<file path="src/rtl/systolic_array_param_if.sv">
// Handshake and data bundle for the weight-stationary systolic array.
// The bench drives the master side; the array implements the slave side.
interface systolic_array_param_if #(
  parameter int N    = 4,
  parameter int DW   = 8,
  parameter int ACCW = 24
);
  logic              sgn;
  logic              w_valid;
  logic              w_ready;
  logic [N*DW-1:0]   w_data;
  logic              a_valid;
  logic              a_ready;
  logic [N*DW-1:0]   a_data;
  logic [N*N-1:0]    err_mult;
  logic [N*N-1:0]    err_mac;
  logic              out_valid;
  logic [N*ACCW-1:0] out_data;

  modport master (
    output sgn, w_valid, w_data, a_valid, a_data, err_mult, err_mac,
    input  w_ready, a_ready, out_valid, out_data
  );

  modport slave (
    input  sgn, w_valid, w_data, a_valid, a_data, err_mult, err_mac,
    output w_ready, a_ready, out_valid, out_data
  );
endinterface

</file>
<file path="src/rtl/systolic_array_param.sv">
// Weight-stationary NxN systolic array with internal input skew and output deskew.
// Activations flow right, partial sums flow down; results emerge 2N cycles after accept.
module systolic_array_param #(
  parameter int N    = 4,
  parameter int DW   = 8,
  parameter int ACCW = 24
) (
  input  logic                  clk,
  input  logic                  rst_n,
  systolic_array_param_if.slave bus
);
  localparam int CW  = $clog2(2*N+1);
  localparam int RCW = $clog2(N+1);
  localparam int LAT = 2*N;

  typedef enum logic [1:0] {IDLE, LOAD, READY, DRAIN} state_t;

  state_t            state_reg, state_next;
  logic [RCW-1:0]    row_cnt_reg, row_cnt_next;
  logic              sgn_reg, sgn_next;
  logic [CW-1:0]     inflight_reg;
  logic              w_fire, a_fire;

  logic [DW-1:0]     w_reg    [N][N];
  logic [DW-1:0]     skew_reg [N][N];
  logic [DW-1:0]     act_reg  [N][N];
  logic [ACCW-1:0]   psum_reg [N][N];
  logic [ACCW-1:0]   dsk_reg  [N][N];
  logic [DW-1:0]     act_in   [N][N];
  logic [ACCW-1:0]   mac_next [N][N];
  logic [ACCW-1:0]   col_out  [N];
  logic [LAT-1:0]    vpipe_reg;
  logic              out_valid_reg;
  logic [N*ACCW-1:0] out_data_reg;

  // Ready outputs are forced low while reset is held.
  assign bus.w_ready   = rst_n && (state_reg == IDLE || state_reg == LOAD);
  assign bus.a_ready   = rst_n && (state_reg == READY);
  assign w_fire        = bus.w_valid && bus.w_ready;
  assign a_fire        = bus.a_valid && bus.a_ready;
  assign bus.out_valid = out_valid_reg;
  assign bus.out_data  = out_data_reg;

  always_ff @(posedge clk or negedge rst_n) begin
    if (!rst_n) begin
      state_reg   <= IDLE;
      row_cnt_reg <= '0;
      sgn_reg     <= 1'b0;
    end else begin
      state_reg   <= state_next;
      row_cnt_reg <= row_cnt_next;
      sgn_reg     <= sgn_next;
    end
  end

  always_comb begin
    state_next   = state_reg;
    row_cnt_next = row_cnt_reg;
    sgn_next     = sgn_reg;
    case (state_reg)
      IDLE: begin
        if (w_fire) begin
          sgn_next     = bus.sgn;
          row_cnt_next = RCW'(1);
          state_next   = LOAD;
        end
      end
      LOAD: begin
        if (w_fire) begin
          row_cnt_next = row_cnt_reg + 1'b1;
          if (row_cnt_reg == RCW'(N - 1)) state_next = READY;
        end
      end
      READY: begin
        if (bus.w_valid) state_next = DRAIN;
      end
      DRAIN: begin
        if (inflight_reg == '0) begin
          state_next   = LOAD;
          row_cnt_next = '0;
          sgn_next     = bus.sgn;
        end
      end
      default: state_next = IDLE;
    endcase
  end

  always_ff @(posedge clk or negedge rst_n) begin
    if (!rst_n) begin
      inflight_reg <= '0;
    end else if (a_fire && !out_valid_reg) begin
      inflight_reg <= inflight_reg + 1'b1;
    end else if (!a_fire && out_valid_reg) begin
      inflight_reg <= inflight_reg - 1'b1;
    end
  end

  // Processing elements: the extend-then-multiply keeps the low ACCW bits correct for both signednesses.
  for (genvar gi = 0; gi < N; gi++) begin : g_row
    for (genvar gj = 0; gj < N; gj++) begin : g_col
      localparam int BIT = gi*N + gj;
      logic [ACCW-1:0] a_ext, w_ext, prod, psum_in;
      if (gj == 0) begin : g_left
        assign act_in[gi][gj] = skew_reg[gi][gi];
      end else begin : g_inner
        assign act_in[gi][gj] = act_reg[gi][gj-1];
      end
      if (gi == 0) begin : g_top
        assign psum_in = '0;
      end else begin : g_below
        assign psum_in = psum_reg[gi-1][gj];
      end
      assign a_ext = {{(ACCW-DW){sgn_reg & act_in[gi][gj][DW-1]}}, act_in[gi][gj]};
      assign w_ext = {{(ACCW-DW){sgn_reg & w_reg[gi][gj][DW-1]}}, w_reg[gi][gj]};
      assign prod  = bus.err_mult[BIT] ? '0 : a_ext * w_ext;
      assign mac_next[gi][gj] = bus.err_mac[BIT] ? psum_in : psum_in + prod;
    end
  end

  // Column c leaves the bottom row c cycles late, so it waits N-1-c more.
  for (genvar gi = 0; gi < N; gi++) begin : g_dsk
    if (gi == N-1) begin : g_last
      assign col_out[gi] = psum_reg[N-1][gi];
    end else begin : g_delay
      assign col_out[gi] = dsk_reg[gi][N-2-gi];
    end
  end

  always_ff @(posedge clk or negedge rst_n) begin
    if (!rst_n) begin
      for (int r = 0; r < N; r++) begin
        for (int c = 0; c < N; c++) begin
          w_reg[r][c]    <= '0;
          skew_reg[r][c] <= '0;
          act_reg[r][c]  <= '0;
          psum_reg[r][c] <= '0;
          dsk_reg[r][c]  <= '0;
        end
      end
      vpipe_reg <= '0;
    end else begin
      if (w_fire) begin
        for (int c = 0; c < N; c++) w_reg[0][c] <= bus.w_data[c*DW +: DW];
        for (int r = 1; r < N; r++) begin
          for (int c = 0; c < N; c++) w_reg[r][c] <= w_reg[r-1][c];
        end
      end
      for (int r = 0; r < N; r++) begin
        skew_reg[r][0] <= a_fire ? bus.a_data[r*DW +: DW] : '0;
        for (int k = 1; k < N; k++) skew_reg[r][k] <= skew_reg[r][k-1];
        for (int c = 0; c < N; c++) begin
          act_reg[r][c]  <= act_in[r][c];
          psum_reg[r][c] <= mac_next[r][c];
        end
      end
      for (int c = 0; c < N; c++) begin
        dsk_reg[c][0] <= psum_reg[N-1][c];
        for (int k = 1; k < N; k++) dsk_reg[c][k] <= dsk_reg[c][k-1];
      end
      vpipe_reg <= {vpipe_reg[LAT-2:0], a_fire};
    end
  end

  always_ff @(posedge clk or negedge rst_n) begin
    if (!rst_n) begin
      out_valid_reg <= 1'b0;
      out_data_reg  <= '0;
    end else begin
      out_valid_reg <= vpipe_reg[LAT-1];
      if (vpipe_reg[LAT-1]) begin
        for (int c = 0; c < N; c++) out_data_reg[c*ACCW +: ACCW] <= col_out[c];
      end
    end
  end
endmodule
</file>
<file path="src/flat_wrapper.sv">
// flat-port wrapper written by rule: the top's interface ports become plain ports
module systolic_array_param_flat 
#(
  parameter int N    = 4,
  parameter int DW   = 8,
  parameter int ACCW = 24
)
  (clk, rst_n, bus_sgn, bus_w_valid, bus_w_data, bus_a_valid, bus_a_data, bus_err_mult, bus_err_mac, bus_w_ready, bus_a_ready, bus_out_valid, bus_out_data);
  systolic_array_param_if #(.N(N), .DW(DW), .ACCW(ACCW)) bus_i ();
  input  logic clk;
  input  logic rst_n;
  input wire logic [$bits(bus_i.sgn)-1:0] bus_sgn;
  input wire logic [$bits(bus_i.w_valid)-1:0] bus_w_valid;
  input wire logic [$bits(bus_i.w_data)-1:0] bus_w_data;
  input wire logic [$bits(bus_i.a_valid)-1:0] bus_a_valid;
  input wire logic [$bits(bus_i.a_data)-1:0] bus_a_data;
  input wire logic [$bits(bus_i.err_mult)-1:0] bus_err_mult;
  input wire logic [$bits(bus_i.err_mac)-1:0] bus_err_mac;
  output wire logic [$bits(bus_i.w_ready)-1:0] bus_w_ready;
  output wire logic [$bits(bus_i.a_ready)-1:0] bus_a_ready;
  output wire logic [$bits(bus_i.out_valid)-1:0] bus_out_valid;
  output wire logic [$bits(bus_i.out_data)-1:0] bus_out_data;
  assign bus_i.sgn = bus_sgn;
  assign bus_i.w_valid = bus_w_valid;
  assign bus_i.w_data = bus_w_data;
  assign bus_i.a_valid = bus_a_valid;
  assign bus_i.a_data = bus_a_data;
  assign bus_i.err_mult = bus_err_mult;
  assign bus_i.err_mac = bus_err_mac;
  assign bus_w_ready = bus_i.w_ready;
  assign bus_a_ready = bus_i.a_ready;
  assign bus_out_valid = bus_i.out_valid;
  assign bus_out_data = bus_i.out_data;
  systolic_array_param #(.N(N), .DW(DW), .ACCW(ACCW)) u_core (.clk(clk), .rst_n(rst_n), .bus(bus_i));
endmodule
</file>
<file path="config.mk">
export PLATFORM = sky130hd
export DESIGN_NAME = systolic_array_param_flat
export DESIGN_NICKNAME = d
export VERILOG_FILES = /design/src/rtl/systolic_array_param_if.sv /design/src/rtl/systolic_array_param.sv /design/src/flat_wrapper.sv
export SDC_FILE = /design/constraint.sdc
export NUM_CORES = 2
export LEC_CHECK = 0
export CAP_MARGIN = 10
export CORE_ASPECT_RATIO = 1.1
export CORE_MARGIN = 4
export CORE_UTILIZATION = 65
export DETAILED_ROUTE_END_ITERATION = 8
export MAX_ROUTING_LAYER = met4
export PLACE_DENSITY = 0.8
export SYNTH_ARGS = -nofsm -noshare
export SYNTH_HDL_FRONTEND = slang
export SYNTH_SLANG_ARGS = --single-unit
</file>
<file path="constraint.sdc">
create_clock -name clk -period 8.65 [get_ports clk]
set_clock_uncertainty 0.1 [all_clocks]
set_input_delay 1.73 -clock clk [delete_from_list [all_inputs] [get_ports clk]]
set_output_delay 1.73 -clock clk [all_outputs]
set_load 0.02 [all_outputs]
</file>
==> results.toml <==
[final_layout]
multi_input_area_sq_um = 60700
final_common_cell = "inv_1"
syn2layout_area_growth_pct = 7.61
fill_cells = 10251
largest_reg_flops = 264
final_area_sq_um = 97400
finalNetCount = 11279
regArea_sq_um = 23100
drive_gt1_frac = 0.0624
layout.cells.most_common_list = "inv_1, fa_1, nand2_1"

[clocking]
clk_latency_ns = 0.76
htreeDepth = 3
clkSlewWorstSetupHoldPaths_ns = 0.06
root_buffer = "clkbuf_16"
postCtsHoldBufs = 0
post-cts-setup-buffer-count = 0
clk_path_buf_depth = 3
tritoncts = "done"
ctsResizeCount = 0
numCtsBuffers = 99
clock_sinks = 923

[global_routing]
grt_pass1_wl_um = 344000
grt_overflow = 0
antenna_found_initial = 8
track_usage = 0.303
grt_max_degree = 148
grt_pass1_vias = 68698

[floorplan]
io_pins = 200
dieArea_sq_um = 145000
rows = 143
core_sq_um = 138000
start_util = 0.655
dieWidth_um = 364
die_h_um = 399

[setup_path]
worstSetupEndpointType = "flop"
cp_common_cell = "fa_1"
critical_path_class = "flop to flop"
crit_arrival_ns = 8.59
crit_path_start_kind = "flop"
max_stage_delay_ns = 0.68
cpMaxStageDelayCell = "dfrtp_2"
cp.required_ns = 9.17
crit_fanout = 12

[sta]
min_period_over_period = 0.933
timing.fmax_ghz = 0.124
final.min_clock_period_ns = 8.07
relSlewSlack = 0.218
tns_ns = 0
setup_viol = 0
tightest_slew_ns = 1.16
final_hold_viol_count = 0
drv_slew = 0
rsz0062_at_grt = "no"

[run]
maxCapViolCount = 0

[worst_hold_path]
min_path_type = "flop to flop"

[synthesis]
seq_area_frac_synth = 0.255
synthesis.area_sq_um = 90500
synth_cell_types = 86
synthCells = 9170
syn_area_per_cell_sq_um = 9.87
yosysWarnings = 0
ys_seq_elements = 923
async_flop_share = 1.00
synth_edf_count = 0
ys.flop_type = "dfrtp_1"
synth_fp_nets = 11279

[status]
run_status = "finished, final reports clean"

[routing]
wire_per_inst_um = 18.5
vias = 63224
route.detailed.drc = 0
drtIter0Drc = 3771
routed_wl_um = 205000
ant_nets = 0
via_per_inst = 5.71
first_pass_iters = 6

[pwr]
power.leakage_nw = 51.1
peakVddDrop_v = 0.000184
p_per_area_nw_per_um2 = 239

[placed_design]
place_area_sq_um = 93800
io_buffers = 199
dp_hpwl_um = 161000
place.gp.congestion = 0.954
power by group:
part           total [mW]  internal, mW  switching (mW)  leakage (nW)
clock                4.57          2.59            1.99          1.70
combinational        11.3          5.01            6.25          37.1
sequential           7.46          5.57            1.89          12.3
cell usage after synthesis, drive strengths merged (108+ instances only):
cell,instances,area [sq um]
nand2,1002,3760
nor3,115,581
dfrtp,923,23100
nor2b,108,676
fa,1133,22700
clkbuf,330,1240
inv,1428,5360
ha,875,10900
xor2,177,1550
nor2,371,1390
and2,595,3720
mux2,246,2770
a21oi,291,1470
o21ai,375,1890
xnor2,243,2130
a21o,109,818
metal layers:
layer  vias up  part of all wire  track usage
met5         -                 0            -
met4         0             0.050        0.137
met3       530             0.049       0.0365
met2      1752              0.51        0.518
met1     31782              0.39        0.362
li1      29160                 -            -
area by class of cell:
type                            instances  area share
Timing Repair Buffer                  241      0.0239
Clock inverter                         63     0.00895
Multi-Input combinational cell       6477       0.624
Antenna cell                           10    0.000257
Sequential cell                       923       0.237
Tap cell                             1812      0.0233
Inverter                             1428      0.0551
Clock buffer                          120      0.0274
cell families after synthesis:
group / count (synthesis) / synth area share
adders and majority gates: 2008 / 0.372
buffers and inverters: 1770 / 0.0734
DFF: 923 / 0.255
AOI/OAI and AO/OA: 1228 / 0.0880
muxes: 263 / 0.0325
xor gates and xnor gates: 425 / 0.0419
and+or+nand+nor: 2553 / 0.137
final timing paths:
path / start / to / slack, ns / cells past startpoint
worst max-delay path: u_core.sgn_reg$_DFFE_PN0P_ / u_core.g_row[3].g_col[1].psum_in[23]$_DFF_PN0_ / 0.58 / 30
worst min-delay path: u_core.dsk_reg[276]$_DFF_PN0_ / u_core.col_out[60]$_DFF_PN0_ / 0.24 / 0
worst max register to register: u_core.sgn_reg$_DFFE_PN0P_ / u_core.g_row[3].g_col[1].psum_in[23]$_DFF_PN0_ / 0.58 / 30
worst min register to register: u_core.dsk_reg[276]$_DFF_PN0_ / u_core.col_out[60]$_DFF_PN0_ / 0.24 / 0
max in group asynchronous: rst_n / u_core.skew_reg[92]$_DFF_PN0_ / 4.54 / 4
min in group asynchronous: rst_n / u_core.bus.out_data[82]$_DFFE_PN0P_ / 0.84 / 1
worst max-delay path: cells and delay by family, from the launching register on:
family / cells / cell delay [ns]
AO/OA/AOI/OAI: 9 / 1.94
adder cells (fa/ha/maj): 7 / 3.01
XOR/XNOR: 2 / 0.27
AND/OR/NAND/NOR: 7 / 1.30
flip-flops: 1 / 0.68
buffers and inverters: 5 / 0.66
per-stage QoR:
step | std cells | power, mW | hold slack (ns) | util | setup WS (ns)
finish | 11074 | 23.3 | 0.242 | 0.705 | 0.579
global route | 11072 | 25.3 | 0.245 | 0.705 | 0.0913
CTS | 11063 | 23.4 | 0.239 | 0.705 | 0.617
detailed placement | 10880 | 18.7 | 0.235 | 0.679 | 0.639
global placement | 10880 | 18.2 | 0.232 | 0.679 | 0.773
floorplan | 9170 | 15.1 | 0.231 | - | 1.27
No activity file was read; power rests on OpenSTA's default activity.
